**src/rtl/sobel_pkg.sv**
```systemverilog
// Shared types and constants for the Sobel frame filter: FSM states, window tap layout,
// saturation limit and address-width derivation.
package sobel_pkg;

  typedef enum logic [2:0] {
    StIdle,
    StPixel,
    StFetch,
    StCalc,
    StWrite,
    StDone
  } state_e;

  // k runs 0..FetchLast: reads are issued on 0..8, data lands on 1..9.
  localparam int unsigned FetchLast = 9;
  localparam int unsigned CenterTap = 4;

  // The centre tap has zero weight in both kernels, so only the 8 neighbours are kept.
  localparam int unsigned NbCount = 8;
  localparam int unsigned NbTl = 0;
  localparam int unsigned NbT  = 1;
  localparam int unsigned NbTr = 2;
  localparam int unsigned NbL  = 3;
  localparam int unsigned NbR  = 4;
  localparam int unsigned NbBl = 5;
  localparam int unsigned NbB  = 6;
  localparam int unsigned NbBr = 7;

  localparam logic [7:0] SatMax = 8'd255;

  function automatic int unsigned addr_width(input int unsigned w_log2,
                                             input int unsigned h_log2);
    return w_log2 + h_log2;
  endfunction

endpackage

```
**src/rtl/sobel_kernel3x3.sv**
```systemverilog
// Combinational Sobel magnitude: |Gx|+|Gy| of a 3x3 neighbourhood, saturated to 8 bits.
module sobel_kernel3x3
  import sobel_pkg::*;
(
  input  logic [NbCount-1:0][7:0] nbr,
  output logic [7:0]              mag
);

  logic signed [10:0] gx, gy;
  logic        [10:0] ax, ay;
  logic        [11:0] sum;

  function automatic logic signed [10:0] px(input logic [7:0] p);
    return signed'({3'b000, p});
  endfunction

  always_comb begin
    gx  = (px(nbr[NbTr]) + (px(nbr[NbR]) <<< 1) + px(nbr[NbBr]))
        - (px(nbr[NbTl]) + (px(nbr[NbL]) <<< 1) + px(nbr[NbBl]));
    gy  = (px(nbr[NbBl]) + (px(nbr[NbB]) <<< 1) + px(nbr[NbBr]))
        - (px(nbr[NbTl]) + (px(nbr[NbT]) <<< 1) + px(nbr[NbTr]));
    ax  = gx[10] ? -gx : gx;
    ay  = gy[10] ? -gy : gy;
    sum = {1'b0, ax} + {1'b0, ay};
    mag = (sum > 12'd255) ? SatMax : sum[7:0];
  end

endmodule

```
**src/rtl/sobel_frame_filter.sv**
```systemverilog
// Frame-level Sobel stage: raster-scans the source BRAM, fetches each interior pixel's 3x3
// neighbourhood, and writes the saturated edge magnitude (0 on the border) to the destination.
module sobel_frame_filter
  import sobel_pkg::*;
#(
  parameter int unsigned IMG_W_LOG2 = 6,
  parameter int unsigned IMG_H_LOG2 = 6,
  parameter int unsigned DATA_WIDTH = 8,
  parameter int unsigned ADDR_WIDTH = addr_width(IMG_W_LOG2, IMG_H_LOG2)
) (
  input  logic                  clk,
  input  logic                  reset_n,
  input  logic                  start,
  output logic                  busy,
  output logic                  done,
  output logic [ADDR_WIDTH-1:0] src_addr,
  output logic                  src_ce,
  output logic                  src_we,
  input  logic [DATA_WIDTH-1:0] src_q,
  output logic [ADDR_WIDTH-1:0] dst_addr,
  output logic                  dst_ce,
  output logic                  dst_we,
  output logic [DATA_WIDTH-1:0] dst_d
);

  localparam logic [IMG_W_LOG2-1:0] XMax = '1;
  localparam logic [IMG_H_LOG2-1:0] YMax = '1;

  state_e                    state_q, state_d;
  logic [IMG_W_LOG2-1:0]     x_q, next_x, src_x;
  logic [IMG_H_LOG2-1:0]     y_q, next_y, src_y;
  logic [3:0]                k_q;
  logic [1:0]                k_row, k_col;
  logic [NbCount-1:0][7:0]   nbr_q;
  logic [7:0]                mag_q, kernel_mag;
  logic                      last_pixel, next_border, advance;

  assign next_x      = x_q + 1'b1;
  assign next_y      = (x_q == XMax) ? y_q + 1'b1 : y_q;
  assign last_pixel  = (x_q == XMax) && (y_q == YMax);
  assign next_border = (next_x == '0) || (next_x == XMax) || (next_y == '0) || (next_y == YMax);
  assign advance     = (state_q == StPixel) || (state_q == StWrite);

  sobel_kernel3x3 u_kernel (
    .nbr (nbr_q),
    .mag (kernel_mag)
  );

  always_ff @(posedge clk or negedge reset_n) begin
    if (!reset_n) begin
      state_q <= StIdle;
      x_q     <= '0;
      y_q     <= '0;
      k_q     <= '0;
      nbr_q   <= '0;
      mag_q   <= '0;
    end else begin
      state_q <= state_d;
      if (state_q == StIdle && start) begin
        x_q <= '0;
        y_q <= '0;
      end else if (advance) begin
        x_q <= next_x;
        y_q <= next_y;
      end
      if (state_q == StFetch) begin
        k_q <= (k_q == 4'(FetchLast)) ? 4'd0 : k_q + 4'd1;
        // Shift in the arriving tap, skipping the centre; oldest tap ends at index 0.
        if (k_q != 4'd0 && k_q != 4'(CenterTap + 1)) begin
          nbr_q <= {src_q, nbr_q[NbCount-1:1]};
        end
      end
      if (state_q == StCalc) mag_q <= kernel_mag;
    end
  end

  // Interior pixels never idle in PIXEL: the border test for the next pixel is made on the
  // transition out of the current one, so an interior pixel costs FETCH+CALC+WRITE = 12.
  always_comb begin
    state_d = state_q;
    unique case (state_q)
      StIdle:           if (start) state_d = StPixel;
      StPixel, StWrite: begin
        if (last_pixel)       state_d = StDone;
        else if (next_border) state_d = StPixel;
        else                  state_d = StFetch;
      end
      StFetch:          if (k_q == 4'(FetchLast)) state_d = StCalc;
      StCalc:           state_d = StWrite;
      StDone:           state_d = StIdle;
      default:          state_d = StIdle;
    endcase
  end

  assign k_row  = 2'(k_q / 4'd3);
  assign k_col  = 2'(k_q % 4'd3);
  assign src_y  = y_q + IMG_H_LOG2'(k_row) - IMG_H_LOG2'(1);
  assign src_x  = x_q + IMG_W_LOG2'(k_col) - IMG_W_LOG2'(1);
  assign src_we = 1'b0;

  always_comb begin
    busy     = 1'b0;
    done     = 1'b0;
    src_ce   = 1'b0;
    src_addr = '0;
    dst_ce   = 1'b0;
    dst_we   = 1'b0;
    dst_addr = '0;
    dst_d    = '0;
    unique case (state_q)
      StPixel: begin
        busy     = 1'b1;
        dst_ce   = 1'b1;
        dst_we   = 1'b1;
        dst_addr = {y_q, x_q};
      end
      StFetch: begin
        busy = 1'b1;
        if (k_q != 4'(FetchLast)) begin
          src_ce   = 1'b1;
          src_addr = {src_y, src_x};
        end
      end
      StCalc:  busy = 1'b1;
      StWrite: begin
        busy     = 1'b1;
        dst_ce   = 1'b1;
        dst_we   = 1'b1;
        dst_addr = {y_q, x_q};
        dst_d    = mag_q;
      end
      StDone:  done = 1'b1;
      default: ;
    endcase
  end

endmodule
```
**config.mk**
```make
export PLATFORM = sky130hd
export DESIGN_NAME = sobel_frame_filter
export DESIGN_NICKNAME = d
export VERILOG_FILES = /design/src/rtl/sobel_pkg.sv /design/src/rtl/sobel_kernel3x3.sv /design/src/rtl/sobel_frame_filter.sv
export SDC_FILE = /design/constraint.sdc
export NUM_CORES = 1
export LEC_CHECK = 0
export CORE_ASPECT_RATIO = 0.75
export CORE_MARGIN = 1.5
export CORE_UTILIZATION = 30
export DETAILED_ROUTE_END_ITERATION = 10
export GPL_TIMING_DRIVEN = 0
export MAX_ROUTING_LAYER = met4
export PLACE_DENSITY_LB_ADDON = 0.25
export SYNTH_ARGS = -nofsm -noshare
export SYNTH_HDL_FRONTEND = slang
export SYNTH_SLANG_ARGS = --single-unit
```
**constraint.sdc**
```tcl
create_clock -name clk -period 16.55 [get_ports clk]
set_clock_uncertainty 0.2 [all_clocks]
set_input_delay 2.4825 -clock clk [delete_from_list [all_inputs] [get_ports clk]]
set_output_delay 2.4825 -clock clk [all_outputs]
set_load 0.02 [all_outputs]
```
-- Word level (Yosys, flattened, before mapping)
Index checks and enable logic that the tools add are counted.
- add/sub/neg operators: 20
- div/mod/pow operators: 2
- order comparisons: 1
- equal/unequal tests: 14
- mux-type cells: 23
- reduce and logical (&&, ||, !) cells: 16
- operators by type and width (cell ; count):
    $add 11x9->11 ; 4
    $add 8x9->10 ; 4
    $mux 12 ; 3
    $mux 6 ; 5
    $eq 6x6->1 const B ; 4
    $mux 11 ; 2
    $neg 11->11 ; 2
    $sub 11x11->11 ; 2
    $mux 8 ; 2
    $add 11x11->12 ; 1
    $add 6x1->6 const B ; 2
    $add 6x2->6 ; 2
    $gt 12x8->1 const B ; 1
    $logic_not 6->1 ; 2
    $pmux 3 s4 ; 1
    $sub 6x1->6 const B ; 2
    $mux 3 ; 3
    $eq 3x2->1 const B ; 2
    $eq 3x3->1 const B ; 2
    $mux 1 ; 5
    $add 4x1->4 const B ; 1
    $div 4x2->4 const B ; 1
    $eq 4x4->1 const B ; 1
    $logic_or 1x1->1 ; 4
    other kinds (15) ; 18
- bits in registers: 91
- word-level logic and storage cells: 89

-- Longest topological paths before layout
Gate-level depths: netlist of the first run.
- word-level depth: 8
- gate-level depth with buffers: 28

-- Modules after synthesis
From an unflattened synthesis of the first run, not the netlist that was laid out.
- cells, all modules: 782
- area, all modules: 7882.6 µm²
- by module, submodules not included (module ; times used ; cells each ; area an instance (µm²) ; seq. area each (µm²)):
    sobel_frame_filter ; 1 ; 382 ; 4569.4 ; 2277.2
    sobel_kernel3x3 ; 1 ; 400 ; 3313.2 ; 0.0

-- Worst setup path after synthesis of the first run
Ideal clock, no wire load.
- kind: register to register
- start: register nbr_q[1] (netlist bit)
- end: register mag_q[0]
- library setup time: 0.138 ns
- arrival time: 5.794 ns
- slack: 10.418 ns
- cell stages (with the launch flop): 26
- buffers on the path: 1
- clock period less this slack: 6.132 ns
- cell sequence: dfrtp_1 ha_1 fa_1 a21o_1 a21oi_1 o21bai_1 a21oi_1 xor2_1 fa_1 inv_1 fa_1 inv_1 ha_1 a21oi_1 nand2_1 o2111a_1 a211oi_2 buf_6 a21oi_1 fa_1 a21o_1 a21boi_1 o21ai_0 a211o_1 a211oi_2 a21oi_1
- longest elaborated chain between the ends: 8
- elaborated cells between the ends (all ways): 13
- classes of those cells: 9 x add/sub; 1 x order compare; 3 x mux
- ends and longest elaborated chain (what ; RTL line ; source):
    from (decl) ; sobel_frame_filter.sv:34 ; logic [NbCount-1:0][7:0] nbr_q;
    from (signal assigned) ; sobel_frame_filter.sv:70 ; nbr_q <= {src_q, nbr_q[NbCount-1:1]};
    $add 8x9->10, on equally long branches ; sobel_kernel3x3.sv:19, sobel_kernel3x3.sv:21 ;
    $add 11x9->11, on equally long branches ; sobel_kernel3x3.sv:19, sobel_kernel3x3.sv:21 ;
    $sub 11x11->11, on equally long branches ; sobel_kernel3x3.sv:19, sobel_kernel3x3.sv:21 ;
    $neg 11->11, on equally long branches ; sobel_kernel3x3.sv:22, sobel_kernel3x3.sv:23 ;
    $mux 11, on equally long branches ; sobel_kernel3x3.sv:22, sobel_kernel3x3.sv:23 ;
    $add 11x11->12 * ; sobel_kernel3x3.sv:24 ; sum = {1'b0, ax} + {1'b0, ay};
    $gt 12x8->1 ; sobel_kernel3x3.sv:25 ; mag = (sum > 12'd255) ? SatMax : sum[7:0];
    $mux 8 * ; sobel_kernel3x3.sv:25 ;
    to (signal assigned) ; sobel_frame_filter.sv:73 ; if (state_q == StCalc) mag_q <= kernel_mag;
    to (decl) ; sobel_frame_filter.sv:35 ; logic [7:0] mag_q, kernel_mag;
Every way passes the cells marked *; elsewhere a longest branch is shown, timed or not.
A chain may end at the register's enable or synchronous reset.

-- Worst setup path after layout of the first run
- start: register nbr_q[41] (netlist bit)
- end: register mag_q[0]
- longest elaborated chain between the ends: 8
- elaborated cells between the ends (all ways): 12
- classes of those cells: 8 x add/sub; 1 x order compare; 3 x mux
- ends and longest elaborated chain (what ; RTL line ; source):
    $add 8x9->10 ; sobel_kernel3x3.sv:20 ; gy = (px(nbr[NbBl]) + (px(nbr[NbB]) <<< 1) + px(nbr[NbBr]))
    $add 11x9->11 ; sobel_kernel3x3.sv:20 ;
    $sub 11x11->11 ; sobel_kernel3x3.sv:21 ; - (px(nbr[NbTl]) + (px(nbr[NbT]) <<< 1) + px(nbr[NbTr]));
    $neg 11->11 ; sobel_kernel3x3.sv:23 ; ay = gy[10] ? -gy : gy;
    $mux 11 ; sobel_kernel3x3.sv:23 ;
    $add 11x11->12 * ; sobel_kernel3x3.sv:24 ;
    $gt 12x8->1 ; sobel_kernel3x3.sv:25 ;
    $mux 8 * ; sobel_kernel3x3.sv:25 ;
Marks and branches as above.

==> qor.yml, run 1 <==
fp.dieW_um: 196
core-area_um2: 27200
post_cts_buffers: 0
cts.sinks: 91
vdd_ir_drop_max_v: 0.000177
grt.overflow.total: 0
seq_power_share: 0.115
grt_max_degree: 52
final_common_cell: "inv_1"
synth_largest_area_cell: "dfrtp_1"
yosys_register_bits: 91
cts.clk_slew.worst_paths_ns: 0.07
setup_viol: 0
synth.top_cells.by_area: "dfrtp_1 27%, ha_1 14%, fa_1 9.3%, mux2_2 6.2%, xnor2_1 5.6%"
n_fill_cell: 2832
hold_path_end: "nbr_q[55]$_DFFE_PN0P_"
setup-tns-final_ns: 0
syn_to_final_growth_pct: 14.8
htreeDepth: 3
synthArstFlopShare: 1.00
fin_crit_sh: 0.436
p_int_mw: 1.08
r2r-start: "nbr_q[41]$_DFFE_PN0P_"
start_util: 0.307
final_hold_viol_count: 0
rr_endpoint: "mag_q[0]$_DFFE_PN0P_"
drtPass1Iterations: 5
crit_fanout: 10
synth_top_family_by_area: "adder cells"
synth_top_area_frac: 0.272
synth_area_um2: 8360
cap_violations: 0
synthDistinctLibCells: 69
rows: 52
period_needed_ns: 7.21
crit_path_start_kind: "flop"
grt_usage: 0.146
total_power_mw: 2.11
hold_path.startpoint: "nbr_q[63]$_DFFE_PN0P_"
synthMuxAreaShare: 0.0631
synthSimpleGateAreaFrac: 0.130
synth_edf_count: 0
synth_xor_area_frac: 0.0796
grt_pass1_wl_um: 32300
ys_seq_area_frac: 0.272
drt-initial-drc-count: 356
p_switching_mw: 1.04
netlist_instances: 896
wl_per_cell_um: 15.0
drc_errors: 0
synth_warnings: 0
rr_worst_depth: 27
die_h_um: 148
hpwl_um: 15900
power_frac_comb: 0.782
cts-root-buf: "clkbuf_16"
leakagePower_nw: 4.26
wl_um: 19700
ios: 49
slew_violations: 0
fmax_mhz: 139
synth_compound_area_frac: 0.158
worstSetupEndpointType: "flop"
drive_above_1_share: 0.107
criticalPathCategory: "flop to flop"
slew_headroom: 0.405
die-area_um2: 28900
worstHoldPathCells: 1
syn-num-nets: 1039
synth_ff_type: "dfrtp_1"
reg2reg_slack_ns: 9.34
vias: 6444
crit_arrival_ns: 7.24
cts_buffers: 9
yosys.area_share.adder: 0.233
grt_pass1_vias: 6048
cts_tree: "done"
avgSynthCellArea_um2: 9.33
holdCritPathClass: "flop to flop"
status: "finished clean"
clock_path_buffers: 2
cts-hold-fix-buffers: 0
rsz0062_at_grt: "false"
grt_antenna_before_repair: 0
diodes: 0
worst_pin_slew_ns: 0.891
ctsResizeCount: 0
required_ns: 16.57
clkPwrFrac: 0.103
antenna_left: 0
p_per_area_nw_per_um2: 220
gp_congestion: 0.837
via_per_inst: 4.92
swShare: 0.491
nets: 1098
portBuffers: 47
clock_latency_ns: 0.36
final_cell_mix: "105 x inv_1, 93 x ha_1, 91 x dfrtp_1, 65 x nor2_1, 62 x o21ai_0"
## kinds of logic after synthesis
family	Yosys count
other cells	1
xor+xnor	76
simple gates	215
fa+ha+maj	132
flops	91
compound gates	204
buf+inv	130
mux	47
## through the flow
step           std cells  setup slack, ns  hold WS, ns   util  instance area (um^2)
2_1_floorplan        896            10.42        0.271      -                  8360
3_3_place_gp        1294             9.06        0.286  0.341                  9270
3_5_place_dp        1295             9.47        0.291  0.342                  9300
4_1_cts             1311             9.37        0.308  0.353                  9600
5_1_grt             1311             8.78        0.328  0.353                  9600
6_report            1311             9.34        0.309  0.353                  9600
## worst max path at each step
| stage | start | end | slack, ns |
|---|---|---|---|
| finish | nbr_q[41]$_DFFE_PN0P_ | mag_q[0]$_DFFE_PN0P_ | 9.34 |
| detailed placement | nbr_q[41]$_DFFE_PN0P_ | mag_q[4]$_DFFE_PN0P_ | 9.47 |
| CTS | k_q[3]$_DFFE_PN0P_ | src_addr[5] | 9.37 |
| global route | nbr_q[17]$_DFFE_PN0P_ | mag_q[0]$_DFFE_PN0P_ | 8.78 |
| floorplan | nbr_q[1]$_DFFE_PN0P_ | mag_q[0]$_DFFE_PN0P_ | 10.42 |
| global placement | reset_n | nbr_q[7]$_DFFE_PN0P_ | 9.06 |
## area by class of cell
| class | count | area [um^2] | share of cell area |
|---|---|---|---|
| Clock buffer | 11 | 243 | 0.0253 |
| Clock inverter | 5 | 60.1 | 0.00626 |
| Multi-Input combinational cell | 675 | 5550 | 0.578 |
| Tap cell | 351 | 439 | 0.0458 |
| Sequential cell | 91 | 2280 | 0.237 |
| Timing Repair Buffer | 48 | 495 | 0.0516 |
| Buffer | 23 | 133 | 0.0138 |
| Inverter | 107 | 402 | 0.0418 |
## flip-flops by register name, indices dropped and copies added (netlist names)
signal and count:
state_q 3, x_q 6, nbr_q 64, y_q 6
k_q 4, mag_q 8
## cell usage after synthesis (4+ instances only)
cell / number
a211oi_1: 4
a21boi_0: 6
a21o_1: 16
a21oi_1: 52
a31oi_1: 7
and2_1: 19
buf_2: 10
buf_4: 5
clkbuf_1: 5
dfrtp_1: 91
fa_1: 39
ha_1: 93
inv_1: 105
mux2_2: 46
nand2_1: 53
nand2b_1: 10
nand3_1: 12
nand4_1: 9
nor2_1: 65
nor2b_1: 8
nor3_1: 12
nor3b_1: 4
o21a_1: 7
o21ai_0: 62
o21bai_1: 7
o31ai_1: 4
or3_1: 6
xnor2_1: 53
xor2_1: 23
## critical path, stage by stage, from the launching register on
cell and delay [ns]:
dfrtp_1 0.40, ha_1 0.20, inv_1 0.06, fa_1 0.42
nor2b_1 0.13, o21ai_0 0.14, a21boi_0 0.28, o21ai_0 0.15
a21boi_0 0.25, nor2_1 0.10, fa_1 0.48, inv_1 0.05
fa_1 0.49, inv_1 0.04, ha_1 0.34, nand2_1 0.06
o21ai_0 0.31, o211ai_1 0.16, a211oi_2 0.41, buf_6 0.21
a21oi_1 0.12, fa_1 0.47, a21o_1 0.20, a21boi_1 0.23
o21ai_0 0.15, a211o_1 0.32, a211oi_2 0.54, a21oi_1 0.14
## power groups by stage
stage / clock, mW / sequential (mW) / combinational (mW)
finish: 0.218 / 0.242 / 1.65
global route: 0.235 / 0.244 / 1.86
CTS: 0.227 / 0.242 / 1.65
detailed placement: 0 / 0.247 / 1.64
global placement: 0 / 0.246 / 1.64
floorplan: 0 / 0.243 / 1.35
## routing by layer
layer,GRT usage,wire [um]
met1,0.229,11400
met3,0.0283,671
met5,-,0
met2,0.189,7530
met4,0.0246,141
Power figures use the tool's default switching activity.
==> inputs of run 2 (changes only) <==
clock period = 6.1 ns   (was 16.55 ns; I/O delays follow)
==> run 2 against run 1 <==
  * Highest routed layer unchanged
  * Setup slack got worse by 9.5 ns
  * Design area grew 5.9%
  * Register-to-register slack got worse by 9.5 ns
  * Hold slack worse by 0.010 ns
  * Sequential share of layout area is 1.3 points lower
  * The run now ends with setup timing left
==> qor.yml, run 2 (same netlist as run 1, synthesis figures left out) <==
status: "finished, violations left"
violations: "setup timing"
final_hold_viol_count: 0
final_cell_mix: "103 x inv_1, 89 x dfrtp_1, 84 x ha_1, 63 x nor2_1, 54 x o21ai_0"
top_regs: "nbr_q: 64 flops, mag_q: 8 flops"
grt_pass1_wl_um: 33600
nets: 1127
final_common_cell: "inv_1"
cts.clk_slew.worst_paths_ns: 0.07
worst_pin_slew_ns: 0.746
gp_congestion: 0.825
grt_pass1_vias: 6284
drc_errors: 0
portBuffers: 47
fmax_mhz: 160
criticalPathCategory: "flop to flop"
via_per_inst: 4.88
fp.dieW_um: 196
die-area_um2: 28900
cts_tree: "done"
grt_usage: 0.151
required_ns: 6.14
n_fill_cell: 2747
ios: 49
cts-hold-fix-buffers: 0
clock_latency_ns: 0.36
core-area_um2: 27200
drtPass1Iterations: 5
grt.overflow.total: 0
drt-initial-drc-count: 276
die_h_um: 148
start_util: 0.307
cts.sinks: 91
crit_fanout: 8
grt_antenna_before_repair: 0
cts-root-buf: "clkbuf_16"
holdCritPathClass: "flop to flop"
rsz0062_at_grt: "true"
wl_per_cell_um: 15.3
drive_above_1_share: 0.187
crit_path_start_kind: "flop"
layout_setup_ws_ns: -0.159
syn_to_final_growth_pct: 21.6
cap_violations: 0
vias: 6539
regMostFlops: "nbr_q"
grt_max_degree: 54
slew_headroom: 0.500
fin_crit_sh: 1.03
crit_arrival_ns: 6.30
wl_um: 20500
worstSetupEndpointType: "flop"
clock_path_buffers: 2
cts_buffers: 9
setup_viol: 8
setup-tns-final_ns: -1.21
hpwl_um: 16100
antenna_left: 0
largest_reg_flops: 64
slew_violations: 0
rows: 52
period_needed_ns: 6.26
dpl_worst_slack_ns: -0.992
htreeDepth: 3
-- run 2: cell type report --
cell class | instances | area (um^2) | area share
antenna | 1 | 2.50 | 0.000246
buffer | 23 | 143 | 0.0140
clock buffer | 13 | 260 | 0.0256
clock inverter | 3 | 46.3 | 0.00455
inverter | 107 | 402 | 0.0395
multi-input combinational | 675 | 5870 | 0.577
sequential | 91 | 2280 | 0.224
tap | 351 | 439 | 0.0432
timing repair buffer | 77 | 724 | 0.0713
-- run 2: path summary, 6_finish.rpt --
path / slack [ns] / startpoint / cells after the start / endpoint
max: -0.16 / nbr_q[1]$_DFFE_PN0P_ / 25 / mag_q[1]$_DFFE_PN0P_
max in group asynchronous: 4.69 / reset_n / 2 / nbr_q[7]$_DFFE_PN0P_
min in group asynchronous: 0.33 / reset_n / 1 / mag_q[0]$_DFFE_PN0P_
min: 0.30 / nbr_q[63]$_DFFE_PN0P_ / 1 / nbr_q[55]$_DFFE_PN0P_
min reg2reg: 0.30 / nbr_q[63]$_DFFE_PN0P_ / 1 / nbr_q[55]$_DFFE_PN0P_
max reg2reg: -0.16 / nbr_q[1]$_DFFE_PN0P_ / 25 / mag_q[1]$_DFFE_PN0P_
-- run 2: stage by stage --
| step | utilization | cells | hold WS (ns) | instance area, um^2 |
|---|---|---|---|---|
| 3_5_place_dp | 0.342 | 1295 | 0.294 | 9300 |
| 2_1_floorplan | - | 896 | 0.271 | 8370 |
| 3_3_place_gp | 0.341 | 1294 | 0.286 | 9280 |
| 4_1_cts | 0.368 | 1335 | 0.305 | 10000 |
| 6_report | 0.374 | 1341 | 0.299 | 10200 |
| 5_1_grt | 0.374 | 1340 | 0.323 | 10200 |
-- run 2: timing repair --
action                                  in CTS  in global routing
buffers inserted                            24                  5
pin swaps                                   32                 23
endpoints found under the setup margin       8                  8
gates resized for setup                     61                 22
-- run 2: routing by layer --
layer,part of all wire,track usage,up-vias
li1,-,-,3249
met1,0.56,0.235,3193
met2,0.40,0.201,88
met3,0.032,0.0260,9
met4,0.0078,0.0288,0
met5,0,-,-
-- run 2: critical path: stages, from the launching register on --
cell	delay (ns)
dfrtp_2	0.44
ha_4	0.18
fa_2	0.36
a21o_1	0.19
a21oi_2	0.20
buf_4	0.15
xnor2_2	0.07
fa_1	0.57
fa_1	0.45
ha_1	0.32
buf_6	0.11
o211ai_1	0.12
a21o_1	0.27
a211o_1	0.32
a211oi_4	0.28
buf_4	0.17
nand2b_1	0.11
xnor2_1	0.07
ha_1	0.37
o21ai_0	0.18
o21ai_2	0.23
a211oi_2	0.11
o21a_1	0.21
a211oi_4	0.21
buf_6	0.16
a21oi_1	0.07
Power of run 2 is not shown: default switching activity piles up to over one toggle a cycle in this logic, so the estimate is an artifact.
